--- config.mk ---
export PLATFORM = sky130hd
export DESIGN_NAME = fast_kp_collector
export DESIGN_NICKNAME = d
export VERILOG_FILES = /design/src/rtl/fast_kp_collector.sv
export SDC_FILE = /design/constraint.sdc
export NUM_CORES = 2
export LEC_CHECK = 0
export CAP_MARGIN = 0
export CORE_ASPECT_RATIO = 0.7
export CORE_MARGIN = 2
export CORE_UTILIZATION = 45
export CTS_CLUSTER_DIAMETER = 30
export DETAILED_ROUTE_END_ITERATION = 7
export HOLD_SLACK_MARGIN = 0.02
export PLACE_DENSITY = 0.62
export SYNTH_ARGS = -nofsm -noshare
export SYNTH_HDL_FRONTEND = slang
export SYNTH_HIERARCHICAL = 1
export SYNTH_SLANG_ARGS = --single-unit
export TNS_END_PERCENT = 20
--- constraint.sdc ---
create_clock -name i_clk -period 15.2 [get_ports i_clk]
set_input_delay 3.04 -clock i_clk [delete_from_list [all_inputs] [get_ports i_clk]]
set_output_delay 3.04 -clock i_clk [all_outputs]
set_load 0.02 [all_outputs]
--- src/rtl/fast_kp_collector.sv ---
`timescale 1ns/1ps
// Keypoint collector: raster-tracks the NMS/orientation result stream, applies border mask and cap.
// Latency 1 cycle from accepted beat to o_valid; FWFT output FIFO, full FIFO drops and counts candidates.

module kp_fifo #(
  parameter int W     = 8,
  parameter int DEPTH = 4
) (
  input  logic         i_clk,
  input  logic         i_rst_n,
  input  logic         push_vld,
  input  logic [W-1:0] push_dat,
  output logic         full,
  output logic         pop_vld,
  input  logic         pop_rdy,
  output logic [W-1:0] pop_dat
);
  localparam int AW = (DEPTH > 1) ? $clog2(DEPTH) : 1;

  logic [W-1:0]  mem [DEPTH];
  logic [AW-1:0] wr_ptr_q;
  logic [AW-1:0] rd_ptr_q;
  logic [AW:0]   cnt_q;
  logic          do_push;
  logic          do_pop;

  // Fullness is the registered count, so a same-cycle pop never frees room for a push.
  assign full    = (cnt_q == (AW+1)'(DEPTH));
  assign pop_vld = (cnt_q != '0);
  assign do_push = push_vld && !full;
  assign do_pop  = pop_vld && pop_rdy;
  assign pop_dat = mem[rd_ptr_q];

  always_ff @(posedge i_clk or negedge i_rst_n) begin
    if (!i_rst_n) begin
      wr_ptr_q <= '0;
      rd_ptr_q <= '0;
      cnt_q    <= '0;
    end else begin
      if (do_push) wr_ptr_q <= wr_ptr_q + AW'(1);
      if (do_pop)  rd_ptr_q <= rd_ptr_q + AW'(1);
      case ({do_push, do_pop})
        2'b10:   cnt_q <= cnt_q + (AW+1)'(1);
        2'b01:   cnt_q <= cnt_q - (AW+1)'(1);
        default: cnt_q <= cnt_q;
      endcase
    end
  end

  always_ff @(posedge i_clk) begin
    if (do_push) mem[wr_ptr_q] <= push_dat;
  end
endmodule

module fast_kp_collector #(
  parameter int COORD_W    = 11,
  parameter int SCORE_W    = 8,
  parameter int ANG_W      = 12,
  parameter int FIFO_DEPTH = 64,
  parameter int KPC_W      = 12
) (
  input  logic               i_clk,
  input  logic               i_rst_n,
  input  logic               i_start,
  input  logic [COORD_W-1:0] i_cfg_width,
  input  logic [COORD_W-1:0] i_cfg_height,
  input  logic [COORD_W-1:0] i_cfg_edge,
  input  logic [KPC_W-1:0]   i_cfg_max_kp,
  input  logic               i_valid,
  input  logic               i_flag,
  input  logic [SCORE_W-1:0] i_score,
  input  logic [ANG_W-1:0]   i_cos,
  input  logic [ANG_W-1:0]   i_sin,
  output logic               o_valid,
  input  logic               i_ready,
  output logic [COORD_W-1:0] o_x,
  output logic [COORD_W-1:0] o_y,
  output logic [SCORE_W-1:0] o_score,
  output logic [ANG_W-1:0]   o_cos,
  output logic [ANG_W-1:0]   o_sin,
  output logic               o_busy,
  output logic               o_done,
  output logic [KPC_W-1:0]   o_kp_count,
  output logic [KPC_W-1:0]   o_drop_count,
  output logic               o_capped
);
  typedef enum logic [1:0] {ST_IDLE, ST_RUN, ST_DRAIN} state_t;

  typedef struct packed {
    logic [COORD_W-1:0] x;
    logic [COORD_W-1:0] y;
    logic [SCORE_W-1:0] score;
    logic [ANG_W-1:0]   cosv;
    logic [ANG_W-1:0]   sinv;
  } kp_t;

  localparam int KP_W = $bits(kp_t);
  localparam logic [COORD_W-1:0] ONE_C = COORD_W'(1);

  state_t             state_q, state_d;
  logic [COORD_W-1:0] w_q, h_q, border_q;
  logic [KPC_W-1:0]   max_kp_q;
  logic [COORD_W-1:0] x_q, y_q;
  logic [KPC_W-1:0]   kp_cnt_q, drop_cnt_q;
  logic               capped_q;

  logic beat, x_in, y_in, cand, at_cap, last_col, last_beat, push;
  logic fifo_full, fifo_vld;
  kp_t  push_kp, head_kp;

  // One extra bit keeps x+E from wrapping, so W<=2E / H<=2E mask everything.
  assign x_in = ({1'b0, x_q} >= {1'b0, border_q}) &&
                (({1'b0, x_q} + {1'b0, border_q}) < {1'b0, w_q});
  assign y_in = ({1'b0, y_q} >= {1'b0, border_q}) &&
                (({1'b0, y_q} + {1'b0, border_q}) < {1'b0, h_q});

  assign beat      = (state_q == ST_RUN) && i_valid;
  assign cand      = beat && i_flag && x_in && y_in;
  assign at_cap    = (kp_cnt_q == max_kp_q);
  assign push      = cand && !at_cap && !fifo_full;
  assign last_col  = (x_q == w_q - ONE_C);
  assign last_beat = last_col && (y_q == h_q - ONE_C);

  assign push_kp = '{x: x_q, y: y_q, score: i_score, cosv: i_cos, sinv: i_sin};

  kp_fifo #(.W(KP_W), .DEPTH(FIFO_DEPTH)) u_fifo (
    .i_clk    (i_clk),
    .i_rst_n  (i_rst_n),
    .push_vld (push),
    .push_dat (push_kp),
    .full     (fifo_full),
    .pop_vld  (fifo_vld),
    .pop_rdy  (i_ready),
    .pop_dat  (head_kp)
  );

  always_ff @(posedge i_clk or negedge i_rst_n) begin
    if (!i_rst_n) state_q <= ST_IDLE;
    else          state_q <= state_d;
  end

  always_comb begin
    state_d = state_q;
    case (state_q)
      ST_IDLE:  if (i_start) state_d = ST_RUN;
      ST_RUN:   if (beat && last_beat) state_d = ST_DRAIN;
      ST_DRAIN: if (!fifo_vld) state_d = ST_IDLE;
      default:  state_d = ST_IDLE;
    endcase
  end

  always_ff @(posedge i_clk or negedge i_rst_n) begin
    if (!i_rst_n) begin
      w_q        <= '0;
      h_q        <= '0;
      border_q   <= '0;
      max_kp_q   <= '0;
      x_q        <= '0;
      y_q        <= '0;
      kp_cnt_q   <= '0;
      drop_cnt_q <= '0;
      capped_q   <= 1'b0;
    end else if (state_q == ST_IDLE && i_start) begin
      w_q        <= i_cfg_width;
      h_q        <= i_cfg_height;
      border_q   <= i_cfg_edge;
      max_kp_q   <= i_cfg_max_kp;
      x_q        <= '0;
      y_q        <= '0;
      kp_cnt_q   <= '0;
      drop_cnt_q <= '0;
      capped_q   <= 1'b0;
    end else if (beat) begin
      if (last_col) begin
        x_q <= '0;
        y_q <= y_q + ONE_C;
      end else begin
        x_q <= x_q + ONE_C;
      end
      // Cap check wins over the full check: a capped frame never counts drops.
      if (cand) begin
        if (at_cap)                capped_q   <= 1'b1;
        else if (fifo_full) begin
          if (drop_cnt_q != '1)    drop_cnt_q <= drop_cnt_q + KPC_W'(1);
        end else                   kp_cnt_q   <= kp_cnt_q + KPC_W'(1);
      end
    end
  end

  // DRAIN with an empty FIFO lasts exactly one cycle, which is the done pulse.
  assign o_done       = (state_q == ST_DRAIN) && !fifo_vld;
  assign o_busy       = (state_q != ST_IDLE);
  assign o_valid      = fifo_vld;
  assign o_x          = fifo_vld ? head_kp.x     : '0;
  assign o_y          = fifo_vld ? head_kp.y     : '0;
  assign o_score      = fifo_vld ? head_kp.score : '0;
  assign o_cos        = fifo_vld ? head_kp.cosv  : '0;
  assign o_sin        = fifo_vld ? head_kp.sinv  : '0;
  assign o_kp_count   = kp_cnt_q;
  assign o_drop_count = drop_cnt_q;
  assign o_capped     = capped_q;
endmodule

## Yosys cells after proc, flatten, opt, wreduce, memory -nomap -nowiden

Memory sizes are Yosys's and may differ from the RTL's.
Index checks and enable logic that the tools add are counted.

| operators by class | value |
|---|---|
| reductions and logical operators | 32 |
| add/sub/neg operators | 12 |
| order comparisons | 4 |
| equality and inequality tests | 14 |
| multiplexer cells | 33 |

Operators with widths:

| operator | number |
|---|---|
| 12-bit 2-to-1 mux | 13 |
| 11-bit 2-to-1 mux | 8 |
| 11-bit by 11-bit adder with 12-bit output | 2 |
| 12-bit by 1-bit adder with 12-bit output (second input constant) | 2 |
| 12-bit by 11-bit less-than comparator with 1-bit output | 2 |
| 11-bit by 1-bit adder with 11-bit output (second input constant) | 2 |
| 11-bit equality test | 2 |
| 11-bit >= comparator | 2 |
| 11-bit by 1-bit subtractor with 11-bit output (second input constant) | 2 |
| 2-bit nonzero test | 8 |
| 1-bit logical AND | 14 |
| 7-bit case mux with 2 select lines | 1 |
| 6-bit by 1-bit adder with 6-bit output (second input constant) | 2 |
| 12-bit equality test | 1 |
| 12-bit != test (second input constant) | 1 |
| 8-bit 2-to-1 mux | 1 |
| 7-bit by 1-bit adder with 7-bit output (second input constant) | 1 |
| 7-bit equality test (second input constant) | 1 |
| 7-bit nonzero test | 1 |
| 7-bit by 1-bit subtractor with 7-bit output (second input constant) | 1 |
| 1-bit 2-to-1 mux | 6 |
| 2-bit 2-to-1 mux | 3 |
| 2-bit != test (second input constant) | 3 |
| 2-bit case mux with 3 select lines | 1 |
| 9 further kinds | 15 |

| storage, ports and cells | value |
|---|---|
| memories kept | 1 |
| register bits after elaboration | 113 |
| input port bits | 83 |
| RAM bits | 3456 |
| output and inout port bits | 82 |
| word-level logic and storage cells | 109 |

Memories:

| memory | words | bits a word | rd ports | clocked after Yosys merged registers in | wr ports | line | source |
|---|---|---|---|---|---|---|---|
| u_fifo.mem | 64 | 54 | 1 | 0 | 1 | 20 | `logic [W-1:0] mem [DEPTH];` |

## Longest topological paths before layout

| logic depth | value |
|---|---|
| depth after elaboration | 10 |
| depth in mapped cells | 29 |

## By module

The synthesis kept the hierarchy.

By module, submodules not included:

| module | cells each | times used | area each (µm²) |
|---|---|---|---|
| kp_fifo | 5776 | 1 | 133072.6 |
| fast_kp_collector | 876 | 1 | 7320.8 |

## Worst setup path after synthesis

OpenSTA, ideal clock, no wires.

| timing path | value |
|---|---|
| path type | input-to-reg |
| from | input port i_valid |
| to | memory u_fifo/mem[59][0] (netlist bit), enable pin |
| slack | 7.224 ns |
| arrival time | 7.510 ns |
| library setup time | 0.466 ns |
| required time | 14.734 ns |
| stages | 13 |
| cells stage by stage | nand3b_1 nor4_1 nand3_1 or3_1 a211oi_4 o2111ai_2 clkbuf_1 inv_1 and2_1 inv_1 nor2_1 nand3_1 nor2_1 |

| between the ends | value |
|---|---|
| cells in the longest elaborated chain, start to end | 9 |

RTL lines:

| element | line | source |
|---|---|---|
| start: declaration | 69 | `input logic i_valid,` |
| 1-bit logical AND | 117 | `assign beat = (state_q == ST_RUN) && i_valid;` |
| 1-bit logical AND (3 in a row) | 118 | `assign cand = beat && i_flag && x_in && y_in;` |
| 1-bit logical AND (2 in a row) | 120 | `assign push = cand && !at_cap && !fifo_full;` |
| named net push | 107 | `logic beat, x_in, y_in, cand, at_cap, last_col, last_beat, push;` |
| 1-bit logical AND | 30 | `assign do_push = push_vld && !full;` |
| 1-bit 2-to-1 mux | 51 | `if (do_push) mem[wr_ptr_q] <= push_dat;` |
| 1-bit 2-to-1 mux (implied by the code) | 51 |  |
| end: declaration | 20 |  |

The timed path passes the listed nets, and every way through them passes these cells.

==> impl_metrics.py <==
metrics = {
    "run_status": {
        "status": "finished clean",
    },
    "route": {
        "wire_per_inst_um": 34.0,
        "viasPerCell": 6.20,
        "vias": 72740,
        "drc": 0,
        "first_pass_iters": 5,
        "drt_iter0_drc": 10046,
        "drt-total-wl_um": 399000,
        "ant_nets": 0,
    },
    "global_route": {
        "grt_pass1_vias": 71249,
        "grt_max_degree": 114,
        "overflow": 0,
        "grt_pass1_wl_um": 558000,
        "grt_usage": 0.250,
        "antenna_found_initial": 24,
    },
    "pwr": {
        "pwr-share-seq": 0.374,
        "switching_power_mw": 8.70,
        "ir_drop_uv": 171,
        "finalPower_mw": 29.6,
        "swShare": 0.294,
        "p_leak_nw": 54.8,
        "clockPowerShare": 0.387,
        "pwr-share-comb": 0.239,
        "p_int_mw": 20.9,
        "power_density_nw_per_um2": 180,
    },
    "finish": {
        "nets": 7329,
        "final_cell_mix": "edfxtp_1, mux4_2, clkbuf_16, mux2i_1, buf_4",
        "mostFrequentLayoutCell": "edfxtp_1",
        "final_util": 0.529,
        "drive_above_1_share": 0.268,
        "fin_area_um2": 164000,
        "stdcell_count": 11733,
        "syn_to_final_growth_pct": 16.9,
    },
    "floorplanning": {
        "die-area_um2": 317000,
        "fp.dieH_um": 471,
        "start_util": 0.453,
        "io_pins": 165,
        "die_w_um": 672,
        "rows": 171,
        "core_area_um2": 310000,
    },
    "setup_path": {
        "crit_fanout": 45,
        "crit_required_ps": 12160,
        "end_kind": "output port",
        "crit_slowest_cell": "dfrtp_4",
        "cp_common_cell": "buf_4",
        "cp.arrival_ps": 7350,
        "crit_buf_inv": 4,
        "start_kind": "flop",
        "path_cells": "buf_4 > buf_4 > buf_4 > mux4_2 > mux2i_1 > nor2_1 > a2111oi_0 > nor3_1 > a31o_1 > and2_1 > clkdlybuf4s50_1",
        "worstSetupPathType": "flop to output port",
        "slowest_delay_ps": 880,
        "path_delay_family": "buffers and inverters",
    },
    "clock_tree": {
        "cts.hold.buffers_added": 0,
        "cts_setup_buffers": 0,
        "clk_latency_ps": 950,
        "cts_resized": 0,
        "cts_root_buf": "clkbuf_16",
        "clockBufferDepth": 4,
        "cts_buffers": 483,
        "clkSinkCount": 3569,
        "path_clk_slew_ps": 60,
        "tritoncts": "built",
        "htree_levels": 5,
    },
    "sta": {
        "worstMarginPinSlew_ps": 1340,
        "period_needed_ps": 10390,
        "drv_slew": 0,
        "rsz0062_at_grt": "false",
        "max_freq_mhz": 96.2,
        "maxSlewHeadroom": 0.103,
        "finalWorstSetupSlack_ps": 4810,
        "hold_viol": 0,
        "setup_violations": 0,
        "finClkSkew_ps": 59.9,
        "final.period_utilization": 0.684,
        "hold_slack_ps": 499,
        "finalSetupTns_ps": 0,
    },
    "place": {
        "dp.cells": 10832,
        "port_buffers": 164,
        "hpwlAfterDp_um": 223000,
        "place_congestion": 0.827,
        "pre_cts_slack_ps": 5690,
        "dpl_cell_area_um2": 148000,
    },
    "synthesis": {
        "synth.area.top_cells": "edfxtp_1, mux4_2, mux2i_1",
        "syn-num-nets": 6816,
        "synth_edf_count": 3456,
        "ys_ff_latch": 3569,
        "synth_cell_types": 82,
        "syn_area_um2": 140000,
        "yosys_warnings": 6,
        "synth_top_area_frac": 0.739,
        "yosysSeqAreaShare": 0.759,
        "synth_top_area_cell": "edfxtp_1",
        "ys_async_sr_fraction": 0.0317,
        "synth_cells": 6652,
        "syn_area_per_cell_um2": 21.1,
        "synthFlopType": "edfxtp_1",
    },
    "job": {
        "drv_cap": 0,
    },
    "hold_path": {
        "holdCritPathClass": "flop to flop",
    },
}
-- cells by family after synthesis --
group,Yosys count,share of synthesized area
DFF,3569,0.759
muxes,1204,0.159
AOI/OAI and AO/OA,646,0.0313
and+or+nand+nor,640,0.0222
buffers and inverters,429,0.0158
xor gates and xnor gates,83,0.00518
adders and majority gates,81,0.00738
-- worst register-to-register path: stages (launching register included) --
cell and delay, ps:
dfrtp_2 340, buf_4 580, ha_1 330, fa_1 220, nand2b_1 80, a21oi_1 190, o21bai_1 80, a21oi_1 160
nor2_1 80, o31ai_1 370, or4_1 180, nand4_1 100, ha_1 210, nor4_1 330, nand3_1 150, or3_1 400
a211oi_4 360, o2111ai_2 470, inv_1 340, and2_1 220, inv_1 120, nor2_1 240, nand3_1 720, nor2_4 1050
buf_4 780
-- power groups by stage --
stage          combinational, mW  sequential (mW)  clock (mW)
6_report                    7.06             11.1        11.4
5_1_grt                     7.41             11.1        12.0
4_1_cts                     7.13             11.1        11.6
3_5_place_dp                7.10             11.3           0
3_3_place_gp                7.07             11.3           0
2_1_floorplan               4.64             11.2           0
-- area by class of cell --
class	count	area, um2
Multi-Input combinational cell	2654	32100
Sequential cell	3569	107000
Clock buffer	525	12400
Tap cell	4152	5190
Timing Repair Buffer	385	3290
Inverter	72	272
Antenna cell	3	7.51
Clock inverter	373	4200
Fill cell	23772	146000
-- state kept, by name, summed over array words and instances (netlist names) --
signal	count
o_drop_count	12
state_q	2
u_fifo/mem	3456
o_capped	1
border_q	11
max_kp_q	12
u_fifo/wr_ptr_q	6
u_fifo/rd_ptr_q	6
x_q	11
o_kp_count	12
y_q	11
w_q	11
u_fifo/cnt_q	7
h_q	11
-- synth_stat cells, types with 53 or more instances --
cell type,n
mux4_2,818
a21oi_1,111
buf_4,58
and2_1,59
buf_2,83
xnor2_1,59
mux2i_1,373
o21ai_0,150
inv_1,70
edfxtp_1,3456
nor2_1,195
nand2_1,160
dfrtp_1,113
clkbuf_1,142
ha_1,78
o22ai_1,85
nand3_1,53
-- layer usage --
| layer | routed length [um] | vias to the layer above | global-route usage |
|---|---|---|---|
| li1 | - | 29022 | - |
| met1 | 165000 | 39125 | 0.371 |
| met2 | 180000 | 4023 | 0.375 |
| met3 | 43400 | 562 | 0.0578 |
| met4 | 10800 | 8 | 0.0673 |
| met5 | 56 | - | 0 |
-- path summary, 6_finish.rpt --
path	startpoint	to	slack [ps]	cells past startpoint
worst max register to register	y_q[0]$_DFFE_PN0P_	u_fifo/mem[43][8]$_DFFE_PP_	6640	24
max in group asynchronous	i_rst_n	u_fifo/rd_ptr_q[5]$_DFFE_PN0P_	11610	2
worst min-delay path	max_kp_q[10]$_DFFE_PN0P_	max_kp_q[10]$_DFFE_PN0P_	500	2
worst max-delay path	u_fifo/rd_ptr_q[1]$_DFFE_PN0P_	o_x[8]	4810	11
worst min register to register	max_kp_q[10]$_DFFE_PN0P_	max_kp_q[10]$_DFFE_PN0P_	500	2
min in group asynchronous	i_rst_n	x_q[1]$_DFFE_PN0P_	2220	1
Note: power is estimated with default switching activity, not from simulation.
